==> src/rtl/ap_job_sequencer.sv <==
// rtl/ap_job_sequencer.sv - AP job sequencer: loads banks 0/1, runs the AP op, streams bank 2 back.
// Optional IRQ watchdog enabled by defining AP_SEQ_TIMEOUT_EN.
module ap_job_sequencer #(
  parameter int WORD_SIZE      = 8,
  parameter int CELL_QUANT     = 512,
  parameter int ADDR_W         = 10,
  parameter int TIMEOUT_CYCLES = 65535
) (
  input  logic                 clk,
  input  logic                 rst,
  input  logic                 job_valid,
  output logic                 job_ready,
  input  logic [2:0]           job_cmd,
  input  logic                 job_dir,
  input  logic                 job_icol,
  input  logic [ADDR_W-1:0]    job_len_m1,
  input  logic                 in_valid,
  output logic                 in_ready,
  input  logic [WORD_SIZE-1:0] in_data,
  output logic                 out_valid,
  input  logic                 out_ready,
  output logic [WORD_SIZE-1:0] out_data,
  output logic [ADDR_W-1:0]    ap_addr,
  output logic [WORD_SIZE-1:0] ap_data,
  output logic [2:0]           ap_cmd,
  output logic [1:0]           ap_sel_col,
  output logic                 ap_sel_internal_col,
  output logic                 ap_mode,
  output logic                 ap_op_direction,
  output logic                 ap_write_en,
  output logic                 ap_read_en,
  input  logic [WORD_SIZE-1:0] ap_data_out,
  input  logic                 ap_state_irq,
  output logic                 busy,
  output logic                 done,
  output logic                 err
);

  typedef enum logic [3:0] {
    S_IDLE, S_LOAD0, S_LOAD1, S_START, S_WAIT_IRQ,
    S_RD_ISSUE, S_RD_CAP, S_RD_HOLD, S_DONE
  } state_t;

`ifdef AP_SEQ_TIMEOUT_EN
  localparam bit WD_EN = 1'b1;
`else
  localparam bit WD_EN = 1'b0;
`endif
  localparam logic [15:0]       WD_LAST = 16'(TIMEOUT_CYCLES - 1);
  localparam logic [ADDR_W-1:0] LEN_MAX = ADDR_W'(CELL_QUANT - 1);

  state_t                 state, state_nxt;
  logic [ADDR_W-1:0]      cnt, cnt_nxt;
  logic [ADDR_W-1:0]      len_q;
  logic [2:0]             cmd_q;
  logic                   dir_q;
  logic                   icol_q;
  logic [WORD_SIZE-1:0]   out_data_q;
  logic                   err_q;
  logic [15:0]            wd_cnt;
  logic                   last;
  logic                   wd_hit;
  logic                   accept;

  assign last     = (cnt == len_q);
  assign accept   = (state == S_IDLE) && job_valid;
  assign wd_hit   = WD_EN && (state == S_WAIT_IRQ) && !ap_state_irq && (wd_cnt == WD_LAST);
  assign out_data = out_data_q;
  assign err      = err_q;

  always_comb begin
    state_nxt           = state;
    cnt_nxt             = cnt;
    job_ready           = 1'b0;
    in_ready            = 1'b0;
    out_valid           = 1'b0;
    ap_addr             = '0;
    ap_data             = '0;
    ap_cmd              = 3'd0;
    ap_sel_col          = 2'd0;
    ap_sel_internal_col = 1'b0;
    ap_mode             = 1'b0;
    ap_op_direction     = 1'b0;
    ap_write_en         = 1'b0;
    ap_read_en          = 1'b0;
    done                = 1'b0;
    busy                = (state != S_IDLE);

    case (state)
      S_IDLE: begin
        job_ready = !rst;
        if (job_valid) begin
          cnt_nxt   = '0;
          state_nxt = S_LOAD0;
        end
      end
      S_LOAD0, S_LOAD1: begin
        in_ready = 1'b1;
        if (in_valid) begin
          ap_write_en = 1'b1;
          ap_addr     = cnt;
          ap_data     = in_data;
          ap_sel_col  = (state == S_LOAD0) ? 2'd0 : 2'd1;
          if (last) begin
            cnt_nxt   = '0;
            state_nxt = (state == S_LOAD0) ? S_LOAD1 : S_START;
          end else begin
            cnt_nxt = cnt + 1'b1;
          end
        end
      end
      S_START, S_WAIT_IRQ: begin
        ap_mode             = 1'b1;
        ap_cmd              = cmd_q;
        ap_op_direction     = dir_q;
        ap_sel_internal_col = icol_q;
        if (ap_state_irq) begin
          state_nxt = S_RD_ISSUE;
        end else if (wd_hit) begin
          state_nxt = S_DONE;
        end else begin
          state_nxt = S_WAIT_IRQ;
        end
      end
      S_RD_ISSUE: begin
        ap_read_en = 1'b1;
        ap_sel_col = 2'd2;
        ap_addr    = cnt;
        state_nxt  = S_RD_CAP;
      end
      S_RD_CAP: begin
        state_nxt = S_RD_HOLD;
      end
      S_RD_HOLD: begin
        out_valid = 1'b1;
        if (out_ready) begin
          if (last) begin
            cnt_nxt   = '0;
            state_nxt = S_DONE;
          end else begin
            cnt_nxt   = cnt + 1'b1;
            state_nxt = S_RD_ISSUE;
          end
        end
      end
      S_DONE: begin
        done      = 1'b1;
        state_nxt = S_IDLE;
      end
      default: state_nxt = S_IDLE;
    endcase
  end

  always_ff @(posedge clk) begin
    if (rst) begin
      state      <= S_IDLE;
      cnt        <= '0;
      len_q      <= '0;
      cmd_q      <= 3'd0;
      dir_q      <= 1'b0;
      icol_q     <= 1'b0;
      out_data_q <= '0;
      err_q      <= 1'b0;
      wd_cnt     <= 16'd0;
    end else begin
      state <= state_nxt;
      cnt   <= cnt_nxt;
      if (accept) begin
        // Out-of-range lengths are clamped so the counter can never run past the array.
        len_q  <= (job_len_m1 > LEN_MAX) ? LEN_MAX : job_len_m1;
        cmd_q  <= job_cmd;
        dir_q  <= job_dir;
        icol_q <= job_icol;
        err_q  <= 1'b0;
      end else if (wd_hit) begin
        err_q <= 1'b1;
      end
      if (state == S_RD_CAP) begin
        out_data_q <= ap_data_out;
      end
      if (WD_EN && state == S_WAIT_IRQ) begin
        wd_cnt <= wd_cnt + 16'd1;
      end else begin
        wd_cnt <= 16'd0;
      end
    end
  end

endmodule

==> config.mk <==
export PLATFORM = sky130hd
export DESIGN_NAME = ap_job_sequencer
export DESIGN_NICKNAME = d
export VERILOG_FILES = /design/src/rtl/ap_job_sequencer.sv
export SDC_FILE = /design/constraint.sdc
export NUM_CORES = 1
export LEC_CHECK = 0
export BUFFER_PORTS_ARGS = -buffer_cell sky130_fd_sc_hd__clkbuf_2
export CAP_MARGIN = 20
export CORE_MARGIN = 2
export CORE_UTILIZATION = 51
export CTS_BUF_LIST = sky130_fd_sc_hd__clkbuf_8
export DETAILED_ROUTE_END_ITERATION = 10
export PLACE_DENSITY = 0.78
export SLEW_MARGIN = 15
export SYNTH_ARGS = -nofsm -noshare
export SYNTH_HDL_FRONTEND = slang
export SYNTH_SLANG_ARGS = --single-unit
==> constraint.sdc <==
create_clock -name clk -period 1.82 [get_ports clk]
set_input_delay 0.364 -clock clk [delete_from_list [all_inputs] [get_ports clk]]
set_output_delay 0.364 -clock clk [all_outputs]
set_load 0.05 [all_outputs]
# [Yosys cells after proc, flatten, opt, wreduce, memory -nomap -nowiden]
# Cells that the tools add are included.
[word_totals] inputBits=37 rom_bits=0 register_bits=37 ram_bits=0 output_inout_bits=42 latch_bits=0 memories=0
[classes] n_mul=0 div_mod_pow=0 n_mux=32 add_sub_neg=1 shifts=0 n_reduce_logical=9 eq_ne=13 n_lt_le_gt_ge=1 n_bitwise=0
[ops] operator="$mux W10" count=6
[ops] operator="$pmux W10 S3" count=1
[ops] operator="$pmux W4 S6" count=1
[ops] operator="$mux W4" count=5
[ops] operator="$pmux W10 S2" count=1
[ops] operator="$eq A4 B3 Y1 const B" count=4
[ops] operator="$mux W8" count=2
[ops] operator="$mux W1" count=14
[ops] operator="$add A10 B1 Y10 const B" count=1
[ops] operator="$eq A10 B10 Y1" count=1
[ops] operator="$gt A10 B9 Y1 const B" count=1
[ops] operator="$eq A4 B2 Y1 const B" count=2
[ops] operator="$ne A2 B2 Y1 const B" count=4
[ops] operator="$reduce_and A4 Y1" count=2
[ops] operator="$eq A4 B1 Y1 const B" count=1
[ops] operator="$eq A4 B4 Y1 const B" count=1
[ops] operator="$logic_not A4 Y1" count=1
[ops] operator="$pmux W2 S2" count=1
[ops] operator="$reduce_bool A4 Y1" count=1
[ops] operator="$reduce_or A2 Y1" count=2
[ops] operator="$mux W3" count=1
[ops] operator="$reduce_bool A3 Y1" count=1
[ops] operator="$logic_and A1 B1 Y1" count=1
[ops] operator="$logic_not A1 Y1" count=1

# [Logic depth before layout (Yosys ltp)]
[depth] ltp_word=5 ltp_mapped=7 depth_no_buf=5

# [Worst setup path before layout]
# Ideal clock, no wire load.
[synth_path] kind="reg2out" from="register state[0]" to="output port ap_addr[0]" path_buffers=2 t_arrival_ns=2.905 stages_incl_launch_ff=7 setup_slack_ns=-1.449 required_ns=1.456 cell_sequence="dfxtp_1 > buf_6 > buf_2 > inv_1 > nor3_1 > nor2_2 > nor2b_1"
[synth_between] elab_chain_cells=3
[synth_lines] item="start, declared" line="52" text="state_t state, state_nxt;"
[synth_lines] item="start signal, assigned" line="166" text="state <= state_nxt;"
[synth_lines] item="$eq A4 B1 Y1 / $eq A4 B2 Y1 (equally long branches)" line="89" text="case (state)"
[synth_lines] item="$reduce_or A2 Y1" line="89"
[synth_lines] item="$pmux W10 S2 *" line="89"
[synth_lines] item="end, declared" line="23" text="output logic [ADDR_W-1:0] ap_addr,"
# Every way passes the cells marked *; elsewhere a longest branch is shown, timed or not.

# [Worst setup path after layout]
[layout_path] from="register state[1]" to="output port ap_cmd[0]"
[layout_between] elab_chain_cells=3
[layout_lines] item="$eq A4 B2 Y1 / $eq A4 B3 Y1 (equally long branches)" line="89"
[layout_lines] item="$reduce_or A2 Y1 *" line="89"
[layout_lines] item="$mux W3 *" line="89"
[layout_lines] item="end, declared" line="25" text="output logic [2:0] ap_cmd,"
# Marked as above.

==> impl_metrics.ini <==
[worst_setup_path]
slowest_delay_ns = 0.39
rr_endpoint = cnt[4]$_SDFFE_PP0P_
worst_ep_required_time_ns = 1.46
worstSetupPathType = flop to output port
r2r_slack_ns = -0.09
crit_chain = buf_12 -> nand3b_1 -> a21oi_4 -> and2_4 -> clkbuf_16
r2r_start = state[1]$_SDFFE_PP0P_
startpoint = state[1]$_SDFFE_PP0P_
crit_buf_inv = 2
crit_family = simple AND/OR/NAND/NOR gates
start_kind = flop
end_kind = output port
timing.reg2reg.worst_path_depth = 6
path_max_fanout = 11
arrival_ns = 1.70
slowest_stage = dfxtp_4

[synth]
synth-compound-area-share = 0.185
synth_simple_gate_area_frac = 0.348
synth_warnings = 0
synthAdderAreaFrac = 0.00577
ys_top_cells_by_count = 39 x nand2_1, 37 x dfxtp_1, 22 x nor3_1, 21 x a21oi_1, 19 x nor2_1
ys_seq_area_frac = 0.342
yosys.area.top_type = dfxtp_1
synth_fp_nets = 318
synthMuxAreaShare = 0.00462
syn_inst = 280
avgSynthCellArea_um2 = 7.74
yosys.cell_types.count = 55
synth_async_sr_flop_share = 0
synth_xor_area_frac = 0.0566
synth.most_common_cell = nand2_1
synth-edff-count = 0
synth_top_area_share = 0.342
syn_area_um2 = 2170
ys_seq_elements = 37
synth_area_leaders = dfxtp_1 34%, nand2_1 6.8%, nor3_1 5.1%
ys.flop_type = dfxtp_1
synth_top_family_by_area = simple AND/OR/NAND/NOR gates

[sta]
slew_headroom = 0.549
skew_ns = 0.00681
fmax_ghz = 0.485
tns_ns = -4.33
worstMarginPinSlew_ns = 0.668
period_minus_slack_ns = 2.06
hold_violations = 0
maxSlewViolCount = 0
rsz0062_at_grt = true
finalSetupViolations = 31
fin_ws_ns = -0.241
holdWs_ns = 0.270
period_share = 1.13

[clock_network]
cts_sinks = 37
clk_pin_slew_ns = 0.08
cts-root-buf = clkbuf_8
tritoncts = yes
clkLatencyLatePin_ns = 0.30
cts_buffer_depth = 2
cts_made_buffers = 5
cts_max_level = 2

[min_path]
min_from = out_ready
holdPathStages = 2
hold_class = input port to flop
holdPathEnd = state[2]$_SDFFE_PP0P_

[placement]
placed_area_um2 = 2900
port-buffer-count = 77
gp_congestion = 0.893
dp_hpwl_um = 4460

[global_routing]
grt_max_degree = 24
grt-ovfl-total = 0
grt_pass1_vias = 2381
grt_pass1_wl_um = 11700
track_usage = 0.298
antenna_found_initial = 0

[final_layout]
syn_to_final_growth_pct = 67.3
design_area_um2 = 3630
fin_util = 0.894
nNetsFinal = 424
final_layout_size_suffix_gt1_frac = 0.491
diodes = 0

[power]
sequentialPowerShare = 0.212
leakage_nw = 1.51
ir_drop_uv = 1060
p_sw_frac = 0.488
combPwrFrac = 0.673
power.switching_mw = 2.55
clkPwrFrac = 0.114
total_power_mw = 5.22
intPower_mw = 2.67
p_per_area_nw_per_um2 = 1440

[die]
core_area_um2 = 4060
floorplan.rows = 23
io_pins = 79
die_x_um = 69.2
dieArea_um2 = 4790
die_h_um = 69.2
initial_utilization = 0.534

[job]
max_cap_violations = 0

[drt]
drt-initial-drc-count = 462
vias = 2791
vias_per_cell = 6.39
post_drt_wl_per_cell_um = 20.8
postRouteAntennaNets = 0
firstDrtPassIters = 5
finalWirelength_um = 9080
drc = 0

[outcome]
violations = negative setup slack
status = finished with violations
## per-stage QoR
stage	std cells	setup WS, ns
after floorplan	280	-0.579
after global placement	416	-0.156
after detailed placement	416	-0.177
after CTS	426	-0.195
after global routing	437	-0.266
final	437	-0.241
## cells by family after synthesis
| group | Yosys count |
|---|---|
| flip-flops | 37 |
| multiplexers | 1 |
| other | 1 |
| buffers and inverters | 25 |
| AND/OR/NAND/NOR | 145 |
| XOR/XNOR | 14 |
| AO/OA/AOI/OAI | 56 |
| adder cells (fa/ha/maj) | 1 |
## how the worst max path moves through the flow
| stage | cells after the start | to |
|---|---|---|
| finish | 5 | ap_cmd[0] |
| global route | 7 | ap_addr[5] |
| CTS | 5 | ap_cmd[2] |
| detailed placement | 6 | ap_addr[5] |
| global placement | 6 | ap_addr[5] |
| floorplan | 6 | ap_addr[0] |
## sequential cells by signal, indices dropped and copies added, names as in the netlist
register	count
out_data	8
cnt	10
len_q	10
state	4
dir_q	1
cmd_q	3
icol_q	1
## area by class of cell
cell class	count	area (um^2)
repair buffers	119	1120
inverters	5	23.8
flip-flops and latches	37	757
multi-input cells	218	1580
clock buffers	5	68.8
well taps	50	62.6
clock inverters	3	16.3
fillers	187	432
## routing by layer
layer	vias to the layer above	part of all wire	GRT usage
met4	0	0.059	0.133
met3	65	0.11	0.0712
met5	-	0	0
met2	244	0.46	0.466
li1	1200	-	-
met1	1282	0.37	0.391
## power groups by stage
stage | Clock [mW] | Combinational (mW) | Sequential [mW]
6_report | 0.596 | 3.52 | 1.11
5_1_grt | 0.629 | 3.63 | 1.12
4_1_cts | 0.598 | 2.79 | 1.08
3_5_place_dp | 0 | 2.49 | 1.08
3_3_place_gp | 0 | 2.45 | 1.08
2_1_floorplan | 0 | 1.91 | 1.06
## placed cells by master, fill, tap and decap left out, types with 5 or more instances in the layout
master,n
xor2_1,8
nor3_1,19
buf_6,6
and3_2,8
nand2_1,38
buf_8,16
xnor2_1,5
nor2_1,14
clkbuf_8,14
nor2b_4,10
buf_4,31
nand3_1,5
clkbuf_16,6
dfxtp_1,32
clkbuf_2,45
and2_4,7
nor2_4,6
a21oi_1,17
## timing repair
| action | 4_1_cts | 5_1_grt |
|---|---|---|
| buffers inserted | 2 | 12 |
| resized for setup | 73 | 62 |
| gates cloned | 0 | 1 |
| hold buffers | 0 | 0 |
| endpoints found under the hold margin | 0 | 0 |
| pin swaps | 11 | 14 |
| endpoints found under the setup margin | 34 | 38 |
(Power assumes the default switching activity.)
